`src/rtl/sonar_seg_display.sv`:
```
// Snapshot-and-hold 4-digit BCD display driver for the sonar distance counter.
// Multiplexes the held value onto a common 7-segment bus with a blank guard interval per slot.
module sonar_seg_display #(
   parameter int SCAN_DIV       = 3000,
   parameter int GUARD_CYC      = 120,
   parameter bit SEG_ACTIVE_LOW = 1'b1,
   parameter bit DIG_ACTIVE_LOW = 1'b1
) (
   input  logic       clk,
   input  logic       rstn,
   input  logic       load,
   input  logic [3:0] count_one,
   input  logic [3:0] count_ten,
   input  logic [3:0] count_hundred,
   input  logic [3:0] count_thousand,
   output logic [7:0] seg,
   output logic [3:0] dig_sel,
   output logic       err
);

   localparam logic [15:0] DIV_LAST  = 16'(SCAN_DIV - 1);
   localparam logic [15:0] GUARD_END = 16'(GUARD_CYC);
   localparam logic [7:0]  SEG_OFF   = {8{SEG_ACTIVE_LOW}};
   localparam logic [3:0]  DIG_OFF   = {4{DIG_ACTIVE_LOW}};
   localparam logic [7:0]  GLYPH_DASH  = 8'h40;
   localparam logic [7:0]  GLYPH_BLANK = 8'h00;

   logic [3:0]  r_one;
   logic [3:0]  r_ten;
   logic [3:0]  r_hun;
   logic [3:0]  r_thou;
   logic        r_err;
   logic [15:0] r_div_cnt;
   logic [1:0]  r_slot;
   logic [7:0]  r_seg;
   logic [3:0]  r_dig_sel;

   logic [3:0]  w_digit;
   logic        w_blank;
   logic [7:0]  w_glyph;
   logic        w_on;
   logic        w_wrap;
   logic [3:0]  w_sel;
   logic        w_err_in;

   // Active-high segment pattern, dp (bit 7) always off.
   function automatic logic [7:0] f_decode(input logic [3:0] d);
      logic [7:0] g;
      case (d)
         4'd0:    g = 8'h3F;
         4'd1:    g = 8'h06;
         4'd2:    g = 8'h5B;
         4'd3:    g = 8'h4F;
         4'd4:    g = 8'h66;
         4'd5:    g = 8'h6D;
         4'd6:    g = 8'h7D;
         4'd7:    g = 8'h07;
         4'd8:    g = 8'h7F;
         4'd9:    g = 8'h6F;
         default: g = GLYPH_DASH;
      endcase
      return g;
   endfunction

   assign w_err_in = (count_one > 4'd9) || (count_ten > 4'd9) ||
                     (count_hundred > 4'd9) || (count_thousand > 4'd9);
   assign w_on     = (r_div_cnt >= GUARD_END);
   assign w_wrap   = (r_div_cnt == DIV_LAST);
   assign w_sel    = 4'b0001 << r_slot;

   // Leading-zero blanking cascades from the thousands digit downward; units never blank.
   always_comb begin
      w_digit = r_one;
      w_blank = 1'b0;
      case (r_slot)
         2'd0: begin
            w_digit = r_one;
            w_blank = 1'b0;
         end
         2'd1: begin
            w_digit = r_ten;
            w_blank = (r_thou == 4'd0) && (r_hun == 4'd0) && (r_ten == 4'd0);
         end
         2'd2: begin
            w_digit = r_hun;
            w_blank = (r_thou == 4'd0) && (r_hun == 4'd0);
         end
         default: begin
            w_digit = r_thou;
            w_blank = (r_thou == 4'd0);
         end
      endcase

      if (r_err)
         w_glyph = GLYPH_DASH;
      else if (w_blank)
         w_glyph = GLYPH_BLANK;
      else
         w_glyph = f_decode(w_digit);
   end

   always_ff @(posedge clk or negedge rstn) begin
      if (!rstn) begin
         r_one     <= 4'd0;
         r_ten     <= 4'd0;
         r_hun     <= 4'd0;
         r_thou    <= 4'd0;
         r_err     <= 1'b0;
         r_div_cnt <= 16'd0;
         r_slot    <= 2'd0;
         r_seg     <= SEG_OFF;
         r_dig_sel <= DIG_OFF;
      end else begin
         if (load) begin
            r_one  <= count_one;
            r_ten  <= count_ten;
            r_hun  <= count_hundred;
            r_thou <= count_thousand;
            r_err  <= w_err_in;
         end

         if (w_wrap) begin
            r_div_cnt <= 16'd0;
            r_slot    <= r_slot + 2'd1;
         end else begin
            r_div_cnt <= r_div_cnt + 16'd1;
         end

         // Outputs follow the current held value and scan position with one cycle of latency.
         if (w_on) begin
            r_seg     <= w_glyph ^ SEG_OFF;
            r_dig_sel <= w_sel ^ DIG_OFF;
         end else begin
            r_seg     <= SEG_OFF;
            r_dig_sel <= DIG_OFF;
         end
      end
   end

   assign seg     = r_seg;
   assign dig_sel = r_dig_sel;
   assign err     = r_err;

endmodule

```
`config.mk`:
```
export PLATFORM = sky130hd
export DESIGN_NAME = sonar_seg_display
export DESIGN_NICKNAME = d
export VERILOG_FILES = /design/src/rtl/sonar_seg_display.sv
export SDC_FILE = /design/constraint.sdc
export NUM_CORES = 1
export LEC_CHECK = 0
export CELL_PAD_IN_SITES_DETAIL_PLACEMENT = 1
export CELL_PAD_IN_SITES_GLOBAL_PLACEMENT = 2
export CORE_MARGIN = 2
export CORE_UTILIZATION = 38
export DETAILED_ROUTE_END_ITERATION = 8
export PLACE_DENSITY_LB_ADDON = 0.25
export SLEW_MARGIN = 20
export SYNTH_ARGS = -nofsm -noshare
export SYNTH_HDL_FRONTEND = slang
export SYNTH_SLANG_ARGS = --single-unit
```
`constraint.sdc`:
```
create_clock -name clk -period 3 [get_ports clk]
set_input_delay 0.9 -clock clk [delete_from_list [all_inputs] [get_ports clk]]
set_output_delay 0.9 -clock clk [all_outputs]
set_load 0.03 [all_outputs]
```
==> Flow_metrics.wiki, run 1 <==
{| class="wikitable"
! Metric !! Value
|-
| Outcome || complete, no violations
|-
| Vias in the first global route || 1664
|-
| Critical-path top delay cell || sky130_fd_sc_hd__clkdlybuf4s50_1
|-
| Cell Rows || 28
|-
| Hold Buf Count CTS || 0
|-
| Portion of total power attributed to sequential cells || 52.4%
|-
| R2r setup slk || 0.69 ns
|-
| Clock tree from TritonCTS || yes
|-
| Largest net degree at the start of global routing || 25
|-
| Post-route core utilization || 47.6%
|-
| Initial core utilization || 39.0%
|-
| Cts bufs inserted || 5
|-
| Count of cells resized by post-cts repair || 0
|-
| Reg2Reg Capture Point || seg[4]
|-
| Worst EP required || 2.10 ns
|-
| Remaining global-route overflow || 0
|-
| Remaining antenna violation count || 0
|-
| Critical path endpoint || seg[2]
|-
| Post-CTS clock slew at the launch and capture registers of the worst setup and hold paths || 0.09 ns
|-
| Number of detailed-route iterations in the first pass || 4
|-
| Total length of routed wires || 5.06 mm
|-
| Switching power || 0.311 mW
|-
| Sort of element at the end of the critical path || primary output
|-
| Number of distinct library cell variants in the gate-level netlist after synthesis || 42
|-
| Flip-flop and latch count after synthesis || 46
|-
| Routability cong. || 0.734
|-
| Chip height || 81.5 um
|-
| Final setup vio count || 0
|-
| Number of cells on the worst reg-to-reg path || 9
|-
| Number of warnings printed during yosys synthesis || 0
|-
| Arrival time of data at the critical path endpoint || 1.48 ns
|-
| Total number of clock tree sinks || 46
|-
| Worst-case hold slack || 0.488 ns
|-
| Number of buffers added for setup after CTS || 0
|-
| Diodes inserted || 0
|-
| Peak supply drop || 212 uV
|-
| First-pass GRT wire length || 8.40 mm
|-
| Synth Instances || 203
|-
| # Max-Cap Violations || 0
|-
| Static Leakage || 1.17 nW
|-
| Worst path depth || 1
|-
| Cells along the critical path || clkdlybuf4s50_1
|-
| Per-cell routed wire length || 16.1 um
|-
| IO Count || 32
|-
| Tcrit/Tclk final || 79.4%
|-
| Power density of the placed cells || 455 nW/um^2
|-
| DR vias || 1635
|-
| Die width || 81.5 um
|-
| Sequential cell area || 1160 sq um
|-
| Die ar. || 6640 sq um
|-
| Category of cells accounting for the largest share of critical-path delay || buffers and inverters
|-
| Mapped cell area || 2280 sq um
|-
| DP Wirelength || 3.84 mm
|-
| H-tree depth || 2
|-
| Path type of the worst setup path || reg -> out
|-
| Average cell area after synthesis || 11.2 sq um
|-
| Worst clock skew || 0.00429 ns
|-
| Flip-flop cell with the highest count after synthesis || sky130_fd_sc_hd__dfrtp_1
|-
| RSZ-0062 raised after global routing || no
|-
| Critical path startpoint category || flop
|-
| Worst-margin pin slew || 0.684 ns
|-
| Upper clock frequency limit || 420 MHz
|-
| DR DRC count || 0
|-
| Launch instance of the worst register-to-register path || r_slot[0]
|-
| Syn nets || 234
|-
| Net switching fraction of the power || 24.5%
|-
| Net count reported at finish || 270
|-
| Area of combinational cells with multiple inputs || 1050 sq um
|-
| Number of hold violations in the final report || 0
|-
| Fillers || 634
|-
| Clock network fraction of design power || 36.7%
|-
| Dpl cells || 307
|-
| Layout Cells excl Fill || 315
|-
| Top fanout value on the critical path || 1
|-
| Number of I/O port buffers || 30
|-
| Fraction of final layout cells sized beyond drive strength 1 || 18.3%
|-
| Number of enable-type register cells in the synthesized netlist || 0
|-
| Type of the worst min-delay path || reg -> reg
|-
| Worst path buffer plus inverter count || 1
|-
| Root buffer cell || sky130_fd_sc_hd__clkbuf_8
|-
| DRT iter0 DRCs || 58
|-
| Worst relative slew slack || 53.1%
|-
| Total core area || 5850 sq um
|-
| Delay of the slowest critical-path stage || 0.66 ns
|-
| Slew Limit Fails || 0
|-
| Post-layout power || 1.27 mW
|-
| Async set or reset register ratio after synthesis || 100%
|-
| Time the final worst path needs with I/O delays and setup || 2.38 ns
|-
| Post-DR vias/cell || 5.19
|-
| Combinational share of power || 10.9%
|-
| Maximum clock insertion buffer count || 2
|-
| Share of the yosys chip area belonging to registers || 51.0%
|-
| Internal power contribution || 0.957 mW
|-
| Setup_tns || 0 ns
|-
| Launch point of the critical path || seg[2]
|-
| Overall fraction of global-route tracks in use || 17.0%
|-
| Worst-Skew Late Latency || 0.30 ns
|-
| Area added between synthesis and finish || 22.1%
|-
| Initial antenna violation count || 0
|}
-- cells in the mapped netlist, types with 5 or more instances --
cell type	instances	area (sq um)
sky130_fd_sc_hd__xnor2_1	10	87.6
sky130_fd_sc_hd__o21ai_0	13	65.1
sky130_fd_sc_hd__inv_1	10	37.5
sky130_fd_sc_hd__nand4_1	5	31.3
sky130_fd_sc_hd__dfrtp_1	35	876
sky130_fd_sc_hd__nor3_1	6	30.0
sky130_fd_sc_hd__ha_1	12	150
sky130_fd_sc_hd__nand2_1	18	67.6
sky130_fd_sc_hd__nor2_1	12	45.0
sky130_fd_sc_hd__dfstp_2	11	289
sky130_fd_sc_hd__mux2_2	14	158
sky130_fd_sc_hd__xor2_1	5	43.8
-- logic make-up (layout without fill, tap and decap cells) --
logic type	count (synthesis)	after routing	synth area share, %
AOI/OAI and AO/OA	32	32	9.76
xor gates and xnor gates	15	15	5.76
adders and majority gates	12	12	6.58
buffers and inverters	16	53	2.91
DFF	46	46	51.0
muxes	20	20	9.76
other	1	1	0.164
and+or+nand+nor	61	61	14.0
-- per-stage QoR --
stage | instance area (sq um) | setup WS, ns
CTS | 2790 | 0.596
global route | 2790 | 0.461
finish | 2790 | 0.618
detailed placement | 2680 | 0.663
global placement | 2680 | 0.695
floorplan | 2280 | 1.04
-- registers in the layout (all words and copies together), names as in the netlist --
signal and flops:
seg 7, dig_sel 4, r_one 4, r_slot 2, r_thou 4, err 1, r_div_cnt 16, r_ten 4
r_hun 4
-- cells in the final DEF (no fill, tap or decap), types with 5 or more instances in the layout --
master	Yosys	layout
sky130_fd_sc_hd__clkbuf_8	0	5
sky130_fd_sc_hd__clkdlybuf4s50_1	0	29
sky130_fd_sc_hd__dfrtp_1	35	35
sky130_fd_sc_hd__dfstp_2	11	11
sky130_fd_sc_hd__ha_1	12	12
sky130_fd_sc_hd__inv_1	10	10
sky130_fd_sc_hd__mux2_2	14	14
sky130_fd_sc_hd__nand2_1	18	18
sky130_fd_sc_hd__nand4_1	5	5
sky130_fd_sc_hd__nor2_1	12	12
sky130_fd_sc_hd__nor3_1	6	6
sky130_fd_sc_hd__o21ai_0	13	13
sky130_fd_sc_hd__xnor2_1	10	10
sky130_fd_sc_hd__xor2_1	5	5
-- worst min path at each step --
stage	from	to	cells past startpoint
global route	r_div_cnt[0]	r_div_cnt[0]	1
finish	r_div_cnt[15]	r_div_cnt[15]	1
detailed placement	r_div_cnt[15]	r_div_cnt[15]	1
floorplan	r_div_cnt[15]	r_div_cnt[15]	1
CTS	r_div_cnt[15]	r_div_cnt[15]	1
global placement	r_div_cnt[15]	r_div_cnt[15]	1
-- metal layers --
| metal | GRT usage, % | wire, um |
|---|---|---|
| met4 | 5.76 | 61 |
| met3 | 3.63 | 169 |
| met5 | 0 | 0 |
| met2 | 26.1 | 2360 |
| met1 | 24.0 | 2470 |
-- power by group through the flow --
stage          registers (mW)  clock network, mW  logic, mW
4_1_cts                 0.664              0.479      0.142
5_1_grt                 0.667              0.505      0.154
2_1_floorplan           0.669                  0     0.0766
3_5_place_dp            0.675                  0      0.141
6_report                0.665              0.465      0.139
3_3_place_gp            0.675                  0      0.139
-- cell type report --
cell class	instances	area share [%]
tap	75	3.37
inverter	11	1.48
clock buffer	6	2.60
sequential	46	41.8
clock inverter	2	1.35
multi-input combinational	141	37.7
timing repair buffer	34	11.7
(Power assumes the default switching activity.)
==> run 2, diff against run 1 <==
- CORE_UTILIZATION: 38 -> 35
- clock period: 3 -> 2.3 ns (I/O delays scaled with it)
==> Flow_metrics.wiki, run 2 (same netlist as run 1, synthesis figures left out) <==
{| class="wikitable"
! Metric !! Value
|-
| Path type of the worst setup path || reg -> out
|-
| Critical-path top delay cell || sky130_fd_sc_hd__clkdlybuf4s50_1
|-
| Final setup vio count || 0
|-
| Setup_tns || 0 ns
|-
| Outcome || complete, no violations
|-
| Initial core utilization || 36.1%
|-
| Sequential cell area || 1160 sq um
|-
| Worst-Skew Late Latency || 0.30 ns
|-
| Met2 Resource Use GR || 22.9%
|-
| Cell Rows || 29
|-
| GRT met1 Usage || 19.7%
|-
| Max reg flops || 16
|-
| Total core area || 6310 sq um
|-
| RSZ-0062 raised after global routing || no
|-
| Fillers || 686
|-
| Worst clock skew || 0.00850 ns
|-
| Slew Limit Fails || 0
|-
| Category of cells accounting for the largest share of critical-path delay || buffers and inverters
|-
| Chip height || 84.8 um
|-
| Fraction of final layout cells sized beyond drive strength 1 || 20.2%
|-
| Cells along the critical path || clkdlybuf4s50_1
|-
| Top fanout value on the critical path || 1
|-
| Post-DR vias/cell || 5.15
|-
| Sort of element at the end of the critical path || primary output
|-
| Routability cong. || 0.726
|-
| Cts bufs inserted || 5
|-
| Worst path buffer plus inverter count || 1
|-
| DR DRC count || 0
|-
| Overall fraction of global-route tracks in use || 14.5%
|-
| Most frequent cells in the layout || sky130_fd_sc_hd__dfrtp_1 (35), sky130_fd_sc_hd__clkdlybuf4s50_1 (29), sky130_fd_sc_hd__nand2_1 (18), sky130_fd_sc_hd__mux2_2 (14), sky130_fd_sc_hd__o21ai_0 (13)
|-
| Maximum clock insertion buffer count || 2
|-
| Largest register by flop count || r_div_cnt
|-
| Clock tree from TritonCTS || yes
|-
| Hold Buf Count CTS || 0
|-
| Arrival time of data at the critical path endpoint || 1.49 ns
|-
| Power density of the placed cells || 591 nW/um^2
|-
| Most common library cell in the layout ignoring fill and taps || sky130_fd_sc_hd__dfrtp_1
|-
| Delay of the slowest critical-path stage || 0.66 ns
|-
| Total length of routed wires || 4.95 mm
|-
| Area added between synthesis and finish || 24.2%
|-
| Worst EP required || 1.61 ns
|-
| Critical path startpoint category || flop
|-
| Met3 capacity usage during global routing || 3.34%
|-
| IO Count || 32
|-
| Per-cell routed wire length || 15.5 um
|-
| Net count reported at finish || 273
|-
| DP Wirelength || 3.72 mm
|-
| Remaining global-route overflow || 0
|-
| DR vias || 1648
|-
| Post-CTS clock slew at the launch and capture registers of the worst setup and hold paths || 0.09 ns
|-
| # Max-Cap Violations || 0
|-
| Number of hold violations in the final report || 0
|-
| Static Leakage || 1.19 nW
|-
| Worst relative slew slack || 58.4%
|-
| Post-route core utilization || 44.9%
|-
| GRT Max-Usage Layer || met2
|-
| Diodes inserted || 0
|-
| Initial antenna violation count || 0
|-
| Peak supply drop || 349 uV
|-
| Remaining antenna violation count || 0
|-
| Root buffer cell || sky130_fd_sc_hd__clkbuf_8
|-
| First-pass GRT wire length || 8.23 mm
|-
| Number of I/O port buffers || 30
|-
| Die width || 84.8 um
|-
| H-tree depth || 2
|-
| Total number of clock tree sinks || 46
|-
| Post-layout power || 1.68 mW
|-
| Largest net degree at the start of global routing || 25
|-
| Time the final worst path needs with I/O delays and setup || 2.18 ns
|-
| Vias in the first global route || 1708
|-
| Die ar. || 7180 sq um
|-
| DRT iter0 DRCs || 75
|-
| Worst-margin pin slew || 0.606 ns
|-
| Number of detailed-route iterations in the first pass || 5
|-
| Type of the worst min-delay path || in -> async
|-
| Tcrit/Tclk final || 94.8%
|-
| Area of combinational cells with multiple inputs || 1060 sq um
|-
| Upper clock frequency limit || 459 MHz
|}
[run 2: changes by cell type in the layout (fill, tap and decap cells not counted)]
cell	change
sky130_fd_sc_hd__clkinvlp_4	-1
sky130_fd_sc_hd__clkbuf_8	+1
sky130_fd_sc_hd__buf_4	+2
sky130_fd_sc_hd__ha_2	+2
sky130_fd_sc_hd__buf_12	+1
sky130_fd_sc_hd__ha_1	-2
[run 2: final timing paths]
kind | from | to | slack [ns] | cells after the start
worst max-delay path | seg[6] | seg[6] | 0.12 | 1
min in group clk | r_div_cnt[15] | r_div_cnt[15] | 0.48 | 1
worst min register to register | r_div_cnt[15] | r_div_cnt[15] | 0.48 | 1
max in group asynchronous | rstn | seg[0] | 1.35 | 2
worst min-delay path | rstn | r_one[0] | 0.37 | 1
worst max register to register | r_slot[1] | seg[4] | 0.21 | 9
[run 2: area by class of cell]
class,count,share of cell area [%]
sequential,46,41.1
inverter,11,1.46
multi-input combinational,141,37.2
clock buffer,7,3.05
timing repair buffer,37,12.7
clock inverter,1,1.06
tap,77,3.40
[run 2: what timing repair did]
action | in CTS | in global routing
resized for setup | 0 | 2
endpoints found under the hold margin | 0 | 0
setup endpoints to repair | 0 | 4
setup buffers | 0 | 3
[run 2: per-stage QoR]
stage / cell area [sq um] / hold WS [ns] / instances / setup slack, ns
floorplan: 2280 / 0.394 / 203 / 0.342
global placement: 2690 / 0.460 / 309 / 0.169
detailed placement: 2690 / 0.471 / 309 / 0.0955
CTS: 2810 / 0.375 / 317 / 0.0686
global route: 2840 / 0.395 / 320 / 0.00978
finish: 2840 / 0.367 / 320 / 0.120
[run 2: power by group]
part           internal, mW  switching (mW)
clock network         0.354           0.270
logic                0.0929          0.0934
registers             0.839          0.0264
[run 2: metal layers]
| layer | routed length [um] | vias up |
|---|---|---|
| li1 | - | 789 |
| met1 | 2300 | 820 |
| met2 | 2400 | 31 |
| met3 | 182 | 8 |
| met4 | 64 | 0 |
| met5 | 0 | - |
